--- src/rtl/fifo_wr_arb.sv ---
// ---------------------------------------------------------------------------
// fifo_wr_arb
//
// Write arbiter for the synchronous FIFO. It shares the single FIFO write port
// among N_REQ requesters. A requester is granted only when the FIFO has room
// for a whole MAX_BURST burst, and it keeps the grant until its burst ends.
// The burst ends on a last word, on the beat limit, or when the requester
// drops its request.
//
// Configuration macro:
//   FIFO_WR_ARB_FIXED_PRIO_EN - defined: fixed priority (lowest index wins,
//                               no round-robin pointer). Undefined (default):
//                               round-robin starting at the pointer.
//
// Ports:
//   clk_i           clock, rising edge
//   rst_n_i         asynchronous active-low reset
//   req_i           per-requester request / word-valid
//   data_i          requester k's word at [k*WIDTH +: WIDTH]
//   last_i          current word is the last of the burst
//   gnt_o           one-hot grant (registered)
//   ack_o           requester k's word is written this cycle
//   fifo_wr_en_o    FIFO write enable
//   fifo_wr_data_o  FIFO write data (0 outside a burst)
//   fifo_wr_full_i  FIFO full flag (write interlock)
//   fifo_wr_free_i  FIFO free-word count
//
// States:
//   state | meaning
//   IDLE  | no grant; arbitrate when the FIFO has room for a full burst
//   BURST | gnt_o[idx_q] held; one word per cycle until the burst ends
// ---------------------------------------------------------------------------
module fifo_wr_arb #(
    parameter int N_REQ     = 4,
    parameter int WIDTH     = 32,
    parameter int DEPTH     = 64,
    parameter int MAX_BURST = 8
) (
    input  logic                     clk_i,
    input  logic                     rst_n_i,
    input  logic [N_REQ-1:0]         req_i,
    input  logic [N_REQ*WIDTH-1:0]   data_i,
    input  logic [N_REQ-1:0]         last_i,
    output logic [N_REQ-1:0]         gnt_o,
    output logic [N_REQ-1:0]         ack_o,
    output logic                     fifo_wr_en_o,
    output logic [WIDTH-1:0]         fifo_wr_data_o,
    input  logic                     fifo_wr_full_i,
    input  logic [$clog2(DEPTH):0]   fifo_wr_free_i
);

    localparam int FW = $clog2(DEPTH) + 1;
    localparam int CW = $clog2(MAX_BURST) + 1;
    localparam int PW = $clog2(N_REQ);

    typedef enum logic {IDLE, BURST} state_t;

    state_t           state_q, state_d;
    logic [N_REQ-1:0] gnt_d;
    logic [PW-1:0]    idx_q, idx_d;     // index of the granted requester
    logic [CW-1:0]    cnt_q, cnt_d;
    logic [PW-1:0]    cand;
    logic [PW-1:0]    pick;
    logic             found;
    logic             room;
    logic             in_burst;
    logic             cur_req;
    logic             cur_last;
    logic             wr;
    logic             burst_end;
`ifndef FIFO_WR_ARB_FIXED_PRIO_EN
    logic [PW-1:0]    ptr_q, ptr_d;
`endif

    // First requesting index, scanning upward from the pointer with wrap.
    always_comb begin
        pick  = '0;
        found = 1'b0;
        cand  = '0;
        for (int i = 0; i < N_REQ; i++) begin
`ifdef FIFO_WR_ARB_FIXED_PRIO_EN
            cand = PW'(i);
`else
            cand = PW'((int'(ptr_q) + i) % N_REQ);
`endif
            if (!found && req_i[cand]) begin
                found = 1'b1;
                pick  = cand;
            end
        end
    end

    assign room      = (fifo_wr_free_i >= FW'(MAX_BURST));
    assign in_burst  = (state_q == BURST);
    assign cur_req   = req_i[idx_q];
    assign cur_last  = last_i[idx_q];
    // Full is never expected while granted; it still blocks the write.
    assign wr        = in_burst & cur_req & ~fifo_wr_full_i;
    // A dropped request abandons the burst without writing.
    assign burst_end = in_burst &
                       (~cur_req | (wr & (cur_last | (cnt_q == CW'(MAX_BURST - 1)))));

    assign ack_o          = wr ? gnt_o : '0;
    assign fifo_wr_en_o   = wr;
    assign fifo_wr_data_o = in_burst ? data_i[int'(idx_q)*WIDTH +: WIDTH] : '0;

    always_comb begin
        state_d = state_q;
        gnt_d   = gnt_o;
        idx_d   = idx_q;
        cnt_d   = cnt_q;
`ifndef FIFO_WR_ARB_FIXED_PRIO_EN
        ptr_d   = ptr_q;
`endif
        case (state_q)
            IDLE: begin
                gnt_d = '0;
                if (found && room) begin
                    gnt_d[pick] = 1'b1;
                    idx_d       = pick;
                    cnt_d       = '0;
                    state_d     = BURST;
                end
            end
            BURST: begin
                if (wr) begin
                    cnt_d = cnt_q + 1'b1;
                end
                if (burst_end) begin
                    gnt_d   = '0;
                    state_d = IDLE;
`ifndef FIFO_WR_ARB_FIXED_PRIO_EN
                    ptr_d   = (idx_q == PW'(N_REQ - 1)) ? '0 : idx_q + 1'b1;
`endif
                end
            end
        endcase
    end

    always_ff @(posedge clk_i or negedge rst_n_i) begin
        if (!rst_n_i) begin
            state_q <= IDLE;
            gnt_o   <= '0;
            idx_q   <= '0;
            cnt_q   <= '0;
`ifndef FIFO_WR_ARB_FIXED_PRIO_EN
            ptr_q   <= '0;
`endif
        end else begin
            state_q <= state_d;
            gnt_o   <= gnt_d;
            idx_q   <= idx_d;
            cnt_q   <= cnt_d;
`ifndef FIFO_WR_ARB_FIXED_PRIO_EN
            ptr_q   <= ptr_d;
`endif
        end
    end

endmodule

--- config.mk ---
export PLATFORM = sky130hd
export DESIGN_NAME = fifo_wr_arb
export DESIGN_NICKNAME = d
export VERILOG_FILES = /design/src/rtl/fifo_wr_arb.sv
export SDC_FILE = /design/constraint.sdc
export NUM_CORES = 1
export LEC_CHECK = 0
export CORE_AREA = 2 2 78 80
export CTS_BUF_LIST = sky130_fd_sc_hd__clkbuf_16
export DETAILED_ROUTE_END_ITERATION = 10
export DIE_AREA = 0 0 80 82
export HOLD_SLACK_MARGIN = 0.05
export PLACE_DENSITY = 0.94
export SYNTH_ARGS = -nofsm -noshare
export SYNTH_HDL_FRONTEND = slang
export SYNTH_SLANG_ARGS = --single-unit
--- constraint.sdc ---
create_clock -name clk_i -period 2.9 [get_ports clk_i]
set_input_delay 0.435 -clock clk_i [delete_from_list [all_inputs] [get_ports clk_i]]
set_output_delay 0.435 -clock clk_i [all_outputs]
set_load 0.01 [all_outputs]
==> results.yml <==
outcome:
  outcome: "finished, final reports clean"
sta:
  hold_ws_ns: 0.5141
  setup_tns_ns: 0
  worst_pin_slew_ns: 0.6198
  max_slew_margin: 0.5855
  finClkSkew_ns: 0.0005876
  drv_slew: 0
  setup_violations: 0
  hold_violations: 0
  timing.fmax_mhz: 362.4
  post-route-period-util: 0.9516
  min_period_ns: 2.760
  rsz0062_at_grt: "no"
synth:
  synthArstFlopShare: 1.000
  yosys.area.top_type_share: 0.4397
  ys.flop_type: "dfrtp_1"
  yosysTopAreaCell: "mux4_2"
  synth_area_leaders: "mux4_2, dfrtp_1, and2_1"
  ys_types: 37
  synth_cells: 146
  netlist_area_mm2: 0.001742
  syn_avg_cell_area_um2: 11.93
  synthesis.nets: 294
  ys_seq_elements: 13
  yosys_warnings: 0
  yosysSeqAreaShare: 0.1868
  synth_edf_count: 0
drt:
  firstDrtPassIters: 5
  num_vias: 2097
  wl_um: 7556
  drc: 0
  final_antenna_net_count: 0
  via_per_inst: 5.203
  drtIter0Drc: 87
  wire_per_inst_um: 18.75
clock_tree:
  cts_tree: "yes"
  ctsHoldBuffers: 0
  clkTransAtPathRegs_ns: 0.05
  htreeDepth: 1
  cts.sinks: 13
  postCtsSetupBuffers: 0
  clockBufferDepth: 2
  cts_buffers: 3
  root_buffer: "clkbuf_16"
  clk_latency_ns: 0.24
  cts_resized: 0
worst_setup_path:
  critPathRequiredTime_ns: 2.47
  cp_max_fo: 8
  crit_type: "input port to primary output"
  end_kind: "primary output"
  arrival_ns: 2.32
  r2r_slack_ns: 1.11
  start_kind: "input port"
pwr:
  p_per_area_mw_per_mm2: 736.2
  max-vdd-ir-drop_v: 0.0007550
  p_leak_uw: 0.001414
global_routing:
  antenna_found_initial: 0
  track_usage: 0.2139
  grt_remaining_overflow: 0
  grt_pass1_wl_um: 10760
  grt_max_degree: 34
  grt_pass1_vias: 2074
place:
  gp_congestion: 0.7750
  dp_hpwl_um: 6275
  io_buffers: 183
floorplanning:
  rows: 28
  fp.dieArea_mm2: 0.006560
  core_mm2: 0.005746
  die_x_um: 80
  initial_utilization: 0.3031
  ios: 187
  fp.dieH_um: 82
final_layout:
  drive_gt1_frac: 0.1677
  fin_nets: 477
  antenna_cells: 0
  syn_to_final_growth_pct: 116.5
  mostFrequentLayoutCells: "clkdlybuf4s50_1, and2_1, mux4_2, dfrtp_1, buf_4"
  layout_commonest_cell: "clkdlybuf4s50_1"
flow_run:
  max_cap_viol_count: 0
hold_path:
  holdCritPathClass: "flop to flop"
==> stage by stage <==
| stage | std cells | util | instance area, um2 | total power [uW] | setup slack (ns) |
|---|---|---|---|---|---|
| after floorplan | 146 | - | 1742 | 1534 | 0.9715 |
| after global placement | 399 | 0.6426 | 3692 | 2473 | 0.2050 |
| after detailed placement | 399 | 0.6426 | 3692 | 2525 | 0.1500 |
| after CTS | 403 | 0.6564 | 3771 | 2796 | 0.1340 |
| after global routing | 403 | 0.6564 | 3771 | 2933 | 0.03675 |
| final | 403 | 0.6564 | 3771 | 2776 | 0.1404 |
==> metal layers <==
layer | GRT usage | share of wire | routed length [um] | vias up
met5 | 0 | 0 | 0 | -
met3 | 0.04286 | 0.082 | 618 | 16
met1 | 0.2403 | 0.35 | 2669 | 1026
li1 | - | - | - | 943
met2 | 0.4183 | 0.54 | 4104 | 112
met4 | 0.04068 | 0.022 | 164 | 0
==> kinds of logic after synthesis <==
group | after synthesis | share of synthesized area
muxes | 37 | 0.4583
AOI/OAI and AO/OA | 18 | 0.08405
and+or+nand+nor | 60 | 0.2148
DFF | 13 | 0.1868
adders and majority gates | 2 | 0.01437
buffers and inverters | 16 | 0.04167
==> worst paths after layout <==
check / cells after the start / endpoint / from
setup / recovery: 6 / ack_o[2] / req_i[0]
hold / removal: 1 / cnt_q[3] / cnt_q[3]
setup reg to reg: 4 / ptr_q[0] / idx_q[0]
hold reg to reg: 1 / cnt_q[3] / cnt_q[3]
max in group asynchronous: 1 / idx_q[0] / rst_n_i
min in group asynchronous: 1 / gnt_o[0] / rst_n_i
==> area by class of cell <==
cell class,instances,area [um2]
clock buffer,3,75.07
clock inverter,1,3.754
fill,451,1974
inverter,3,11.26
multi-input combinational,117,1344
sequential,13,326.6
tap,75,93.84
timing repair buffer,191,1917
==> state kept, by name, indices dropped and copies added, names as in the netlist <==
name / count
cnt_q: 4
gnt_o: 4
idx_q: 2
ptr_q: 2
in_burst: 1
==> Yosys cell counts (2+ instances only) <==
master    instances
o22ai_1           2
a21oi_1           2
mux4_2           34
nand2b_1          2
buf_2             4
nand2_1           5
a22o_1            2
a21o_1            2
and2_1           36
a32o_1            2
nand3b_1          2
nand3_1           4
nor2_1            2
clkbuf_1          7
dfrtp_1          13
mux2_2            2
inv_1             2
ha_1              2
nor4_1            2
o21ai_0           2
==> worst max-delay path: stages <==
cell and delay [ns]:
clkdlybuf4s50_1 0.48, mux4_2 0.52, nand3b_1 0.15, inv_2 0.10
and2_1 0.17, clkdlybuf4s50_1 0.47
==> where the power goes <==
| part | total [uW] | switching, uW | internal (uW) |
|---|---|---|---|
| logic | 2160 | 837 | 1330 |
| clock network | 260 | 77.9 | 182 |
| registers | 353 | 94.9 | 258 |
| total | 2780 | 1010 | 1770 |
Note: power is estimated with default switching activity, not from simulation.
==> edit (same flow settings) <==
Reset style: synchronous (`rst_n_i`), changed in one clocked block. Comments in the files are not updated.
--- a/src/rtl/fifo_wr_arb.sv
+++ b/src/rtl/fifo_wr_arb.sv
@@ -138,5 +138,5 @@
     end
 
-    always_ff @(posedge clk_i or negedge rst_n_i) begin
+    always_ff @(posedge clk_i) begin
         if (!rst_n_i) begin
             state_q <= IDLE;
Function: differs if rst_n_i is asserted again (counterexample within 4 cycles, from zero or initial values and one cycle with rst_n_i low); with rst_n_i held inactive, the same outputs for 4 cycles.
==> edit against the unedited design <==
Wire length is 12% higher; die area is the same; count of clock-buffer cells in the layout did not move; area after synthesis increased by 4.0%; worst hold slack got worse by 0.031 ns; setup slack got worse by 0.027 ns; via count rose by 7.3%; sequential cell count stayed put; final area is 1.3% higher.
Power is not compared: it rests on default switching activity, and its combinational part moved more than twofold at a synthesized area within 25%.
==> edit: results (changes against the unedited design) <==
\begin{tabular}{lr}
\hline
Metric & Value \\
\hline
\multicolumn{2}{l}{\textbf{Critical path}} \\
\quad Data arrival time of the worst path & 2.35 ns (+0.03 ns) \\
\quad Peak fanout along the critical path & 6 (-2) \\
\quad Launch instance of the worst register-to-register path & idx\_q[1] \\
\quad Reg2Reg Capture Point & gnt\_o[2] \\
\quad Worst R2R Path Depth & 5 (+1) \\
\quad Capturing element of the worst setup path & ack\_o[3] \\
\quad Start point of the critical path & req\_i[3] \\
\quad Reg-to-reg slack, setup & 0.96 ns (-0.15 ns) \\
\multicolumn{2}{l}{\textbf{Place}} \\
\quad Routability congestion estimate & 0.8253 (+6.5\%) \\
\quad Post-Place Worst Slack & 0.1442 ns (-0.005767 ns) \\
\quad Placed instance area & 0.003740 mm2 (+1.3\%) \\
\quad Final HPWL from detailed placement & 7108 um (+13\%) \\
\multicolumn{2}{l}{\textbf{Yosys}} \\
\quad Proportion of synthesized chip area in sequential cells & 14.36\% (-4.3 points) \\
\quad Synth top area share & 41.02\% (-2.9 points) \\
\quad Flip-flop cell with the highest count after synthesis & sky130\_fd\_sc\_hd\_\_dfxtp\_1 \\
\quad Share of flip-flops with an asynchronous set or reset & 0\% (-100 points) \\
\quad Area fraction in compound gates after synthesis & 7.873\% (-0.53 points) \\
\quad Total nets after synthesis & 321 (+9.2\%) \\
\quad Synth Area in Adders & 1.381\% (-0.056 points) \\
\quad Unique masters post-synth & 40 (+8.1\%) \\
\quad Post-synthesis share of cell area spent on xor and xnor gates & 0.9669\% (+0.97 points) \\
\multicolumn{2}{l}{\textbf{Drt}} \\
\quad Drt initial violations & 62 (-29\%) \\
\quad First-pass detailed-route iteration total & 4 (-1) \\
\quad Routed vias/inst & 5.223 (+0.37\%) \\
\multicolumn{2}{l}{\textbf{Global route}} \\
\quad Via count of the first global-routing pass & 2,369 (+14\%) \\
\quad Maximum number of pins on one net before global-route repair & 28 (-18\%) \\
\quad GRT Total Usage & 24.71\% (+3.3 points) \\
\quad Global-route wire length before repair & 12,300 um (+14\%) \\
\multicolumn{2}{l}{\textbf{Final layout}} \\
\quad Filler cells & 434 (-3.8\%) \\
\quad Fraction of layout instances using a drive strength above 1 & 15.45\% (-1.3 points) \\
\quad Number of nets in the layout & 505 (+5.9\%) \\
\multicolumn{2}{l}{\textbf{Run status}} \\
\quad Result of the run & completed \\
\multicolumn{2}{l}{\textbf{STA}} \\
\quad Final clock skew & 0.001915 ns (+0.001327 ns) \\
\quad Minimum hold slack & 0.4827 ns (-0.03144 ns) \\
\hline
\end{tabular}
==> edit: changes by cell type in the layout (fill, tap and decap cells not counted), sizes merged, moves of 3 or more <==
cell   delta
buf       +3
nor2      +4
dfrtp    -13
nor4b     +3
or3       +3
o21ai     -3
dfxtp    +13
and2      +3
==> edit: cells by family after synthesis <==
| logic type | after synthesis |
|---|---|
| compound gates | 19 |
| xor+xnor | 2 |
| fa+ha+maj | 2 |
| buf+inv | 19 |
| flops | 13 |
| mux | 36 |
| simple gates | 82 |
==> edit: how the worst min path moves through the flow <==
stage,start,end,depth (start not counted)
final,cnt_q[1],cnt_q[1],2
after floorplan,cnt_q[1],cnt_q[1],2
after detailed placement,cnt_q[1],cnt_q[1],2
after global placement,cnt_q[1],cnt_q[1],2
after CTS,cnt_q[1],cnt_q[1],2
after global routing,cnt_q[0],cnt_q[0],2
==> edit: final cells by class <==
type / instances / area, um2 / share of cell area, %
repair buffers: 194 / 1914 / 50.11
multi-input cells: 141 / 1455 / 38.09
flip-flops and latches: 13 / 261.5 / 6.846
well taps: 75 / 93.84 / 2.457
clock buffers: 3 / 75.07 / 1.965
inverters: 4 / 15.01 / 0.3931
clock inverters: 1 / 5.005 / 0.1310
==> edit: per-layer routing <==
layer	track usage [%]	vias to the layer above	part of all wire (%)
met5	0	-	0
met4	7.966	0	2.1
met3	7.473	15	9.6
met2	45.58	117	52
met1	27.09	1075	36
li1	-	1044	-
==> edit: critical path, stage by stage <==
cell                              delay [ns]
sky130_fd_sc_hd__clkdlybuf4s50_1        0.48
sky130_fd_sc_hd__mux4_2                 0.53
sky130_fd_sc_hd__nand3_1                0.18
sky130_fd_sc_hd__inv_2                  0.09
sky130_fd_sc_hd__and2_1                 0.16
sky130_fd_sc_hd__clkdlybuf4s50_1        0.48
==> edit: through the flow <==
| stage | util, % | instances |
|---|---|---|
| floorplan | - | 173 |
| global route | 66.49 | 431 |
| detailed placement | 65.09 | 427 |
| finish | 66.49 | 431 |
| global placement | 65.09 | 427 |
| CTS | 66.49 | 431 |
==> edit: report_power, final <==
part	internal, W	switching (W)	leakage (nW)
logic	0.000448	0.000234	1.20
registers	0.000195	0.0000205	0.106
clock network	0.000184	0.0000858	0.0409
total	0.000827	0.000340	1.35
